==> src/rtl/compressor_result_serializer_pkg.sv <==
// Shared types and helpers for the compressor result serializer.
package compressor_result_serializer_pkg;

  typedef enum logic [2:0] {
    ST_IDLE    = 3'd0,
    ST_WAIT    = 3'd1,
    ST_CAPTURE = 3'd2,
    ST_SHIFT   = 3'd3,
    ST_DONE    = 3'd4
  } state_t;

  localparam int SETTLE_W = 4;

  // ceil(log2(n)), never narrower than one bit so a 1-bit frame still has a counter
  function automatic int cnt_width(input int n);
    int w;
    w = 1;
    while ((1 << w) < n) w++;
    return w;
  endfunction

endpackage

==> src/rtl/compressor_result_serializer_piso.sv <==
// Parallel-in serial-out register: LSB first, registered data/valid/last.
module compressor_result_serializer_piso
  import compressor_result_serializer_pkg::*;
#(
  parameter int TOTAL_W = 26
) (
  input  logic               clk,
  input  logic               rst,
  input  logic               load,
  input  logic               advance,
  input  logic [TOTAL_W-1:0] din,
  output logic               ser_data,
  output logic               ser_valid,
  output logic               ser_last
);

  localparam int CNT_W = cnt_width(TOTAL_W);
  localparam logic [CNT_W-1:0] LAST_IDX = CNT_W'(TOTAL_W - 1);

  logic [TOTAL_W-1:0] shadow;
  logic [CNT_W-1:0]   bit_cnt;
  logic [CNT_W-1:0]   bit_cnt_nxt;

  assign bit_cnt_nxt = bit_cnt + CNT_W'(1);

  // shadow shifts right so the outgoing bit always sits in a flop; it drains to zero
  always_ff @(posedge clk) begin
    if (rst) begin
      shadow    <= '0;
      bit_cnt   <= '0;
      ser_valid <= 1'b0;
      ser_last  <= 1'b0;
    end else if (load) begin
      shadow    <= din;
      bit_cnt   <= '0;
      ser_valid <= 1'b1;
      ser_last  <= (TOTAL_W == 1);
    end else if (advance && ser_valid) begin
      shadow <= shadow >> 1;
      if (ser_last) begin
        ser_valid <= 1'b0;
        ser_last  <= 1'b0;
      end else begin
        bit_cnt  <= bit_cnt_nxt;
        ser_last <= (bit_cnt_nxt == LAST_IDX);
      end
    end
  end

  assign ser_data = shadow[0];

endmodule

==> src/rtl/compressor_result_serializer.sv <==
// Captures the compressor dst columns after a settle delay and streams them out serially.
module compressor_result_serializer
  import compressor_result_serializer_pkg::*;
#(
  parameter int N_DST  = 26,
  parameter int DST_W  = 1,
  parameter int SETTLE = 2
) (
  input  logic                     clk,
  input  logic                     rst,
  input  logic [N_DST*DST_W-1:0]   dst,
  input  logic                     start,
  output logic                     busy,
  output logic                     ser_data,
  output logic                     ser_valid,
  input  logic                     ser_ready,
  output logic                     ser_last,
  output logic                     done
);

  localparam int TOTAL_W = N_DST * DST_W;

  localparam logic [2:0] S_IDLE    = 3'(ST_IDLE);
  localparam logic [2:0] S_WAIT    = 3'(ST_WAIT);
  localparam logic [2:0] S_CAPTURE = 3'(ST_CAPTURE);
  localparam logic [2:0] S_SHIFT   = 3'(ST_SHIFT);
  localparam logic [2:0] S_DONE    = 3'(ST_DONE);

  localparam logic [SETTLE_W-1:0] SETTLE_LD = SETTLE_W'(SETTLE);

  logic [2:0]          state;
  logic [2:0]          state_nxt;
  logic [SETTLE_W-1:0] settle_cnt;
  logic                handshake;
  logic                load;

  assign handshake = ser_valid && ser_ready;
  assign load      = (state == S_CAPTURE);

  // WAIT leaves when the count would reach zero, so it lasts exactly SETTLE cycles
  always_comb begin
    state_nxt = state;
    case (state)
      S_IDLE:    if (start) state_nxt = (SETTLE == 0) ? S_CAPTURE : S_WAIT;
      S_WAIT:    if (settle_cnt <= SETTLE_W'(1)) state_nxt = S_CAPTURE;
      S_CAPTURE: state_nxt = S_SHIFT;
      S_SHIFT:   if (handshake && ser_last) state_nxt = S_DONE;
      S_DONE:    state_nxt = S_IDLE;
      default:   state_nxt = S_IDLE;
    endcase
  end

  always_ff @(posedge clk) begin
    if (rst) begin
      state      <= S_IDLE;
      settle_cnt <= '0;
      busy       <= 1'b0;
      done       <= 1'b0;
    end else begin
      state <= state_nxt;
      if (state == S_IDLE && start) begin
        settle_cnt <= SETTLE_LD;
      end else if (state == S_WAIT && settle_cnt != '0) begin
        settle_cnt <= settle_cnt - SETTLE_W'(1);
      end
      busy <= (state_nxt == S_WAIT) || (state_nxt == S_CAPTURE) || (state_nxt == S_SHIFT);
      done <= (state_nxt == S_DONE);
    end
  end

  compressor_result_serializer_piso #(
    .TOTAL_W (TOTAL_W)
  ) u_piso (
    .clk       (clk),
    .rst       (rst),
    .load      (load),
    .advance   (handshake),
    .din       (dst),
    .ser_data  (ser_data),
    .ser_valid (ser_valid),
    .ser_last  (ser_last)
  );

endmodule

==> config.mk <==
export PLATFORM = sky130hd
export DESIGN_NAME = compressor_result_serializer
export DESIGN_NICKNAME = d
export VERILOG_FILES = /design/src/rtl/compressor_result_serializer_pkg.sv /design/src/rtl/compressor_result_serializer_piso.sv /design/src/rtl/compressor_result_serializer.sv
export SDC_FILE = /design/constraint.sdc
export NUM_CORES = 1
export LEC_CHECK = 0
export BUFFER_PORTS_ARGS = -buffer_cell sky130_fd_sc_hd__buf_2
export CAP_MARGIN = 20
export CORE_AREA = 2 2 64 66
export CTS_CLUSTER_DIAMETER = 150
export DETAILED_ROUTE_END_ITERATION = 16
export DIE_AREA = 0 0 66 68
export PLACE_DENSITY_LB_ADDON = 0.1
export SKIP_CTS_REPAIR_TIMING = 1
export SLEW_MARGIN = 20
export SYNTH_ARGS = -nofsm -noshare
export SYNTH_HDL_FRONTEND = slang
export SYNTH_SLANG_ARGS = --single-unit
export TNS_END_PERCENT = 1
==> constraint.sdc <==
create_clock -name clk -period 1.7 [get_ports clk]
set_input_delay 0.17 -clock clk [delete_from_list [all_inputs] [get_ports clk]]
set_output_delay 0.17 -clock clk [all_outputs]
set_load 0.05 [all_outputs]
==> load_flow_metrics.sql <==
INSERT INTO impl_metrics (metric_group, metric, value, unit) VALUES
('synthesis', 'synth_seq_cells', '42', ''),
('global_route', 'first_global_vias', '1439', ''),
('floorplanning', 'initial_core_util', '50.16', '%'),
('final_layout', 'final_nets', '299', ''),
('sta', 'layout_min_cycle_time', '1604', 'ps'),
('route', 'drc', '0', ''),
('final_layout', 'area_delta_synth_final', '15.98', '%'),
('worst_setup_path', 'worstSetupPathType', 'flip-flop to flip-flop', ''),
('synthesis', 'synth_largest_area_cell', 'sky130_fd_sc_hd__dfxtp_1', ''),
('synthesis', 'yosys-top-cells-area', 'sky130_fd_sc_hd__dfxtp_1 43%, sky130_fd_sc_hd__a311oi_1 11%, sky130_fd_sc_hd__nand3_1 7.5%, sky130_fd_sc_hd__nor2_1 7.4%, sky130_fd_sc_hd__nand2_1 6.2%', ''),
('worst_setup_path', 'critical_path.endpoint_type', 'flip-flop', ''),
('route', 'iter_0_drt_violations', '134', ''),
('synthesis', 'yosys_most_used_dff', 'sky130_fd_sc_hd__dfxtp_1', ''),
('synthesis', 'most_frequently_used_cell_type_in_the_post_synthesis_netlist', 'sky130_fd_sc_hd__dfxtp_1', ''),
('clock_network', 'clock-sinks', '42', ''),
('route', 'dr_total_vias', '1677', ''),
('pwr', 'power.total', '2484', 'uW'),
('place', 'gp_congestion', '0.7958', ''),
('worst_setup_path', 'worst-path-max-fanout', '4', ''),
('sta', 'clock_skew', '6.946', 'ps'),
('final_layout', 'insertedDiodeCount', '0', ''),
('pwr', 'power.density', '1107', 'nW/um2'),
('worst_setup_path', 'max_stage_delay', '370', 'ps'),
('sta', 'hold_viol_final', '0', ''),
('synthesis', 'synth.top_cells.by_count', '42 x sky130_fd_sc_hd__dfxtp_1, 38 x sky130_fd_sc_hd__nor2_1, 32 x sky130_fd_sc_hd__nand2_1, 29 x sky130_fd_sc_hd__nand3_1, 25 x sky130_fd_sc_hd__a311oi_1', ''),
('synthesis', 'syn_inst', '236', ''),
('route', 'first_pass_iters', '4', ''),
('synthesis', 'netlist_area', '1934', 'um2'),
('worst_setup_path', 'reg2regPathDepth', '6', ''),
('sta', 'max-slew-margin-rel', '76.80', '%'),
('pwr', 'p_leak', '0.0008439', 'uW'),
('worst_setup_path', 'crit_path_top_delay_cell', 'sky130_fd_sc_hd__or3b_1', ''),
('route', 'route.antenna.remaining_nets', '0', ''),
('synthesis', 'synthesis.area_per_instance', '8.196', 'um2'),
('floorplanning', 'rows', '23', ''),
('status', 'result_of_the_run', 'finished, final reports clean', ''),
('synthesis', 'ys_seq_area_share', '43.47', '%'),
('final_layout', 'drive_above_1_share', '19.25', '%'),
('clock_network', 'clock_insertion_delay_worst_skew', '290', 'ps'),
('hold_path', 'hold-path-cell-count', '3', ''),
('clock_network', 'root_buffer', 'sky130_fd_sc_hd__clkbuf_8', ''),
('floorplanning', 'dieHeight', '68', 'um'),
('clock_network', 'cts_max_level', '2', ''),
('clock_network', 'clock_path_buffers', '2', ''),
('sta', 'finalSetupViolCount', '0', ''),
('worst_setup_path', 'cp.required', '1920', 'ps'),
('worst_setup_path', 'critical_path.startpoint_type', 'flip-flop', ''),
('clock_network', 'cts_inserted_buffers', '5', ''),
('clock_network', 'clkTransAtPathRegs', '80', 'ps'),
('global_route', 'global_route.usage.total', '17.93', '%'),
('synthesis', 'synth_async_sr_flop_share', '0', '%'),
('route', 'drt_wl_total', '3.837', 'mm'),
('synthesis', 'synth-edff-count', '0', ''),
('sta', 'ratio_of_final_minimum_period_to_clock_period', '94.35', '%'),
('floorplanning', 'horiz_die_dim', '66', 'um'),
('pwr', 'max-vdd-ir-drop', '557.2', 'uV'),
('synthesis', 'yosysWarningCount', '0', ''),
('place', 'port-buffer-count', '34', ''),
('final_layout', 'final_util', '58.18', '%'),
('worst_setup_path', 'crit_path_cell_trace', 'inv_1 > ha_1 > or3b_1 > and2_1 > mux2_2 > a21oi_1', ''),
('sta', 'tightestPinTransition', '347.9', 'ps'),
('floorplanning', 'coreArea', '3856', 'um2'),
('global_route', 'grt_remaining_overflow', '0', ''),
('route', 'detail_route.vias_per_cell', '5.324', ''),
('floorplanning', 'ioPinCount', '35', ''),
('sta', 'maxClockFrequency', '623.5', 'MHz'),
('route', 'wl_per_cell', '12.18', 'um'),
('sta', 'rsz_0062_raised_after_global_routing', 'no', ''),
('synthesis', 'mappedNetlistNets', '271', ''),
('synthesis', 'synth_largest_type_area_fraction', '43.47', '%'),
('worst_setup_path', 'data_arrival_at_the_endpoint_of_the_critical_path', '1820', 'ps');
## sequential cells by signal, summed over array words and instances, names as in the netlist
signal            cells
busy                  1
u_piso.bit_cnt        5
done                  1
state                 3
u_piso.ser_valid      1
u_piso.shadow        26
settle_cnt            4
u_piso.ser_last       1
## cell families after synthesis
kind of cell	count (synthesis)	synth area share, %
compound gates	36	14.49
xor+xnor	9	4.075
fa+ha+maj	5	3.234
buf+inv	24	5.239
flops	42	43.47
mux	1	0.5821
simple gates	119	28.91
## through the flow
step / setup WS, ps / cells / hold WS, ps / cell area [um2]
5_1_grt: 13.03 / 315 / 142.7 / 2243
3_3_place_gp: 144.5 / 307 / 432.4 / 2133
4_1_cts: 92.53 / 315 / 119.5 / 2240
6_report: 96.08 / 315 / 126.9 / 2243
3_5_place_dp: 113.4 / 307 / 439.5 / 2133
2_1_floorplan: 75.03 / 236 / 306.0 / 1934
## power breakdown
group | total [uW] | leakage [uW] | internal [uW] | switching (uW)
logic | 524 | 0.000449 | 211 | 313
clock network | 764 | 0.0000524 | 439 | 325
registers | 1200 | 0.000342 | 1120 | 80.1
total | 2480 | 0.000844 | 1770 | 718
## layout by cell type, fill, tap and decap left out, types with 2 or more instances in the layout
cell type                  netlist  routed
sky130_fd_sc_hd__inv_1           4       3
sky130_fd_sc_hd__clkbuf_1        9       2
sky130_fd_sc_hd__nand2_1        32      32
sky130_fd_sc_hd__nand4_1         2       2
sky130_fd_sc_hd__a21oi_1         6       6
sky130_fd_sc_hd__a31oi_1         2       2
sky130_fd_sc_hd__ha_1            5       5
sky130_fd_sc_hd__clkbuf_8        0       5
sky130_fd_sc_hd__nor4b_1         2       2
sky130_fd_sc_hd__nor3b_1         3       3
sky130_fd_sc_hd__nand2b_1        2       2
sky130_fd_sc_hd__xnor2_1         4       4
sky130_fd_sc_hd__dfxtp_1        42      42
sky130_fd_sc_hd__a311oi_1       25      25
sky130_fd_sc_hd__nand3_1        29      29
sky130_fd_sc_hd__nor3_1          3       3
sky130_fd_sc_hd__or3b_1          2       2
sky130_fd_sc_hd__buf_4           1       6
sky130_fd_sc_hd__nor2_1         38      38
sky130_fd_sc_hd__xor2_1          5       5
sky130_fd_sc_hd__buf_2           6      34
## area by class of cell
cell class	count	area, um2
Fill cell	361	1613
Multi-Input combinational cell	170	992.2
Sequential cell	42	840.8
Timing Repair Buffer	41	226.5
Clock buffer	7	76.32
Tap cell	50	62.56
Clock inverter	1	30.03
Inverter	4	15.01
## metal layers
layer	up-vias	wire length (um)	GRT usage, %
li1	890	-	-
met5	-	0	0
met3	5	207	6.086
met4	0	55	6.888
met2	40	1708	30.05
met1	742	1865	21.34
## path summary, 6_finish.rpt
check / start / to
worst min-delay path: dst[25] / u_piso.shadow[25]
worst max-delay path: settle_cnt[0] / settle_cnt[1]
worst max register to register: settle_cnt[0] / settle_cnt[1]
worst min register to register: u_piso.shadow[25] / u_piso.shadow[25]
## worst max-delay path: cells and delay by family, from the launching register on
kind | cells | cell delay [ps]
buffers and inverters | 1 | 90
multiplexers | 1 | 270
AO/OA/AOI/OAI | 1 | 130
adder cells (fa/ha/maj) | 1 | 130
AND/OR/NAND/NOR | 2 | 570
flip-flops | 1 | 340
Power figures use the tool's default switching activity.
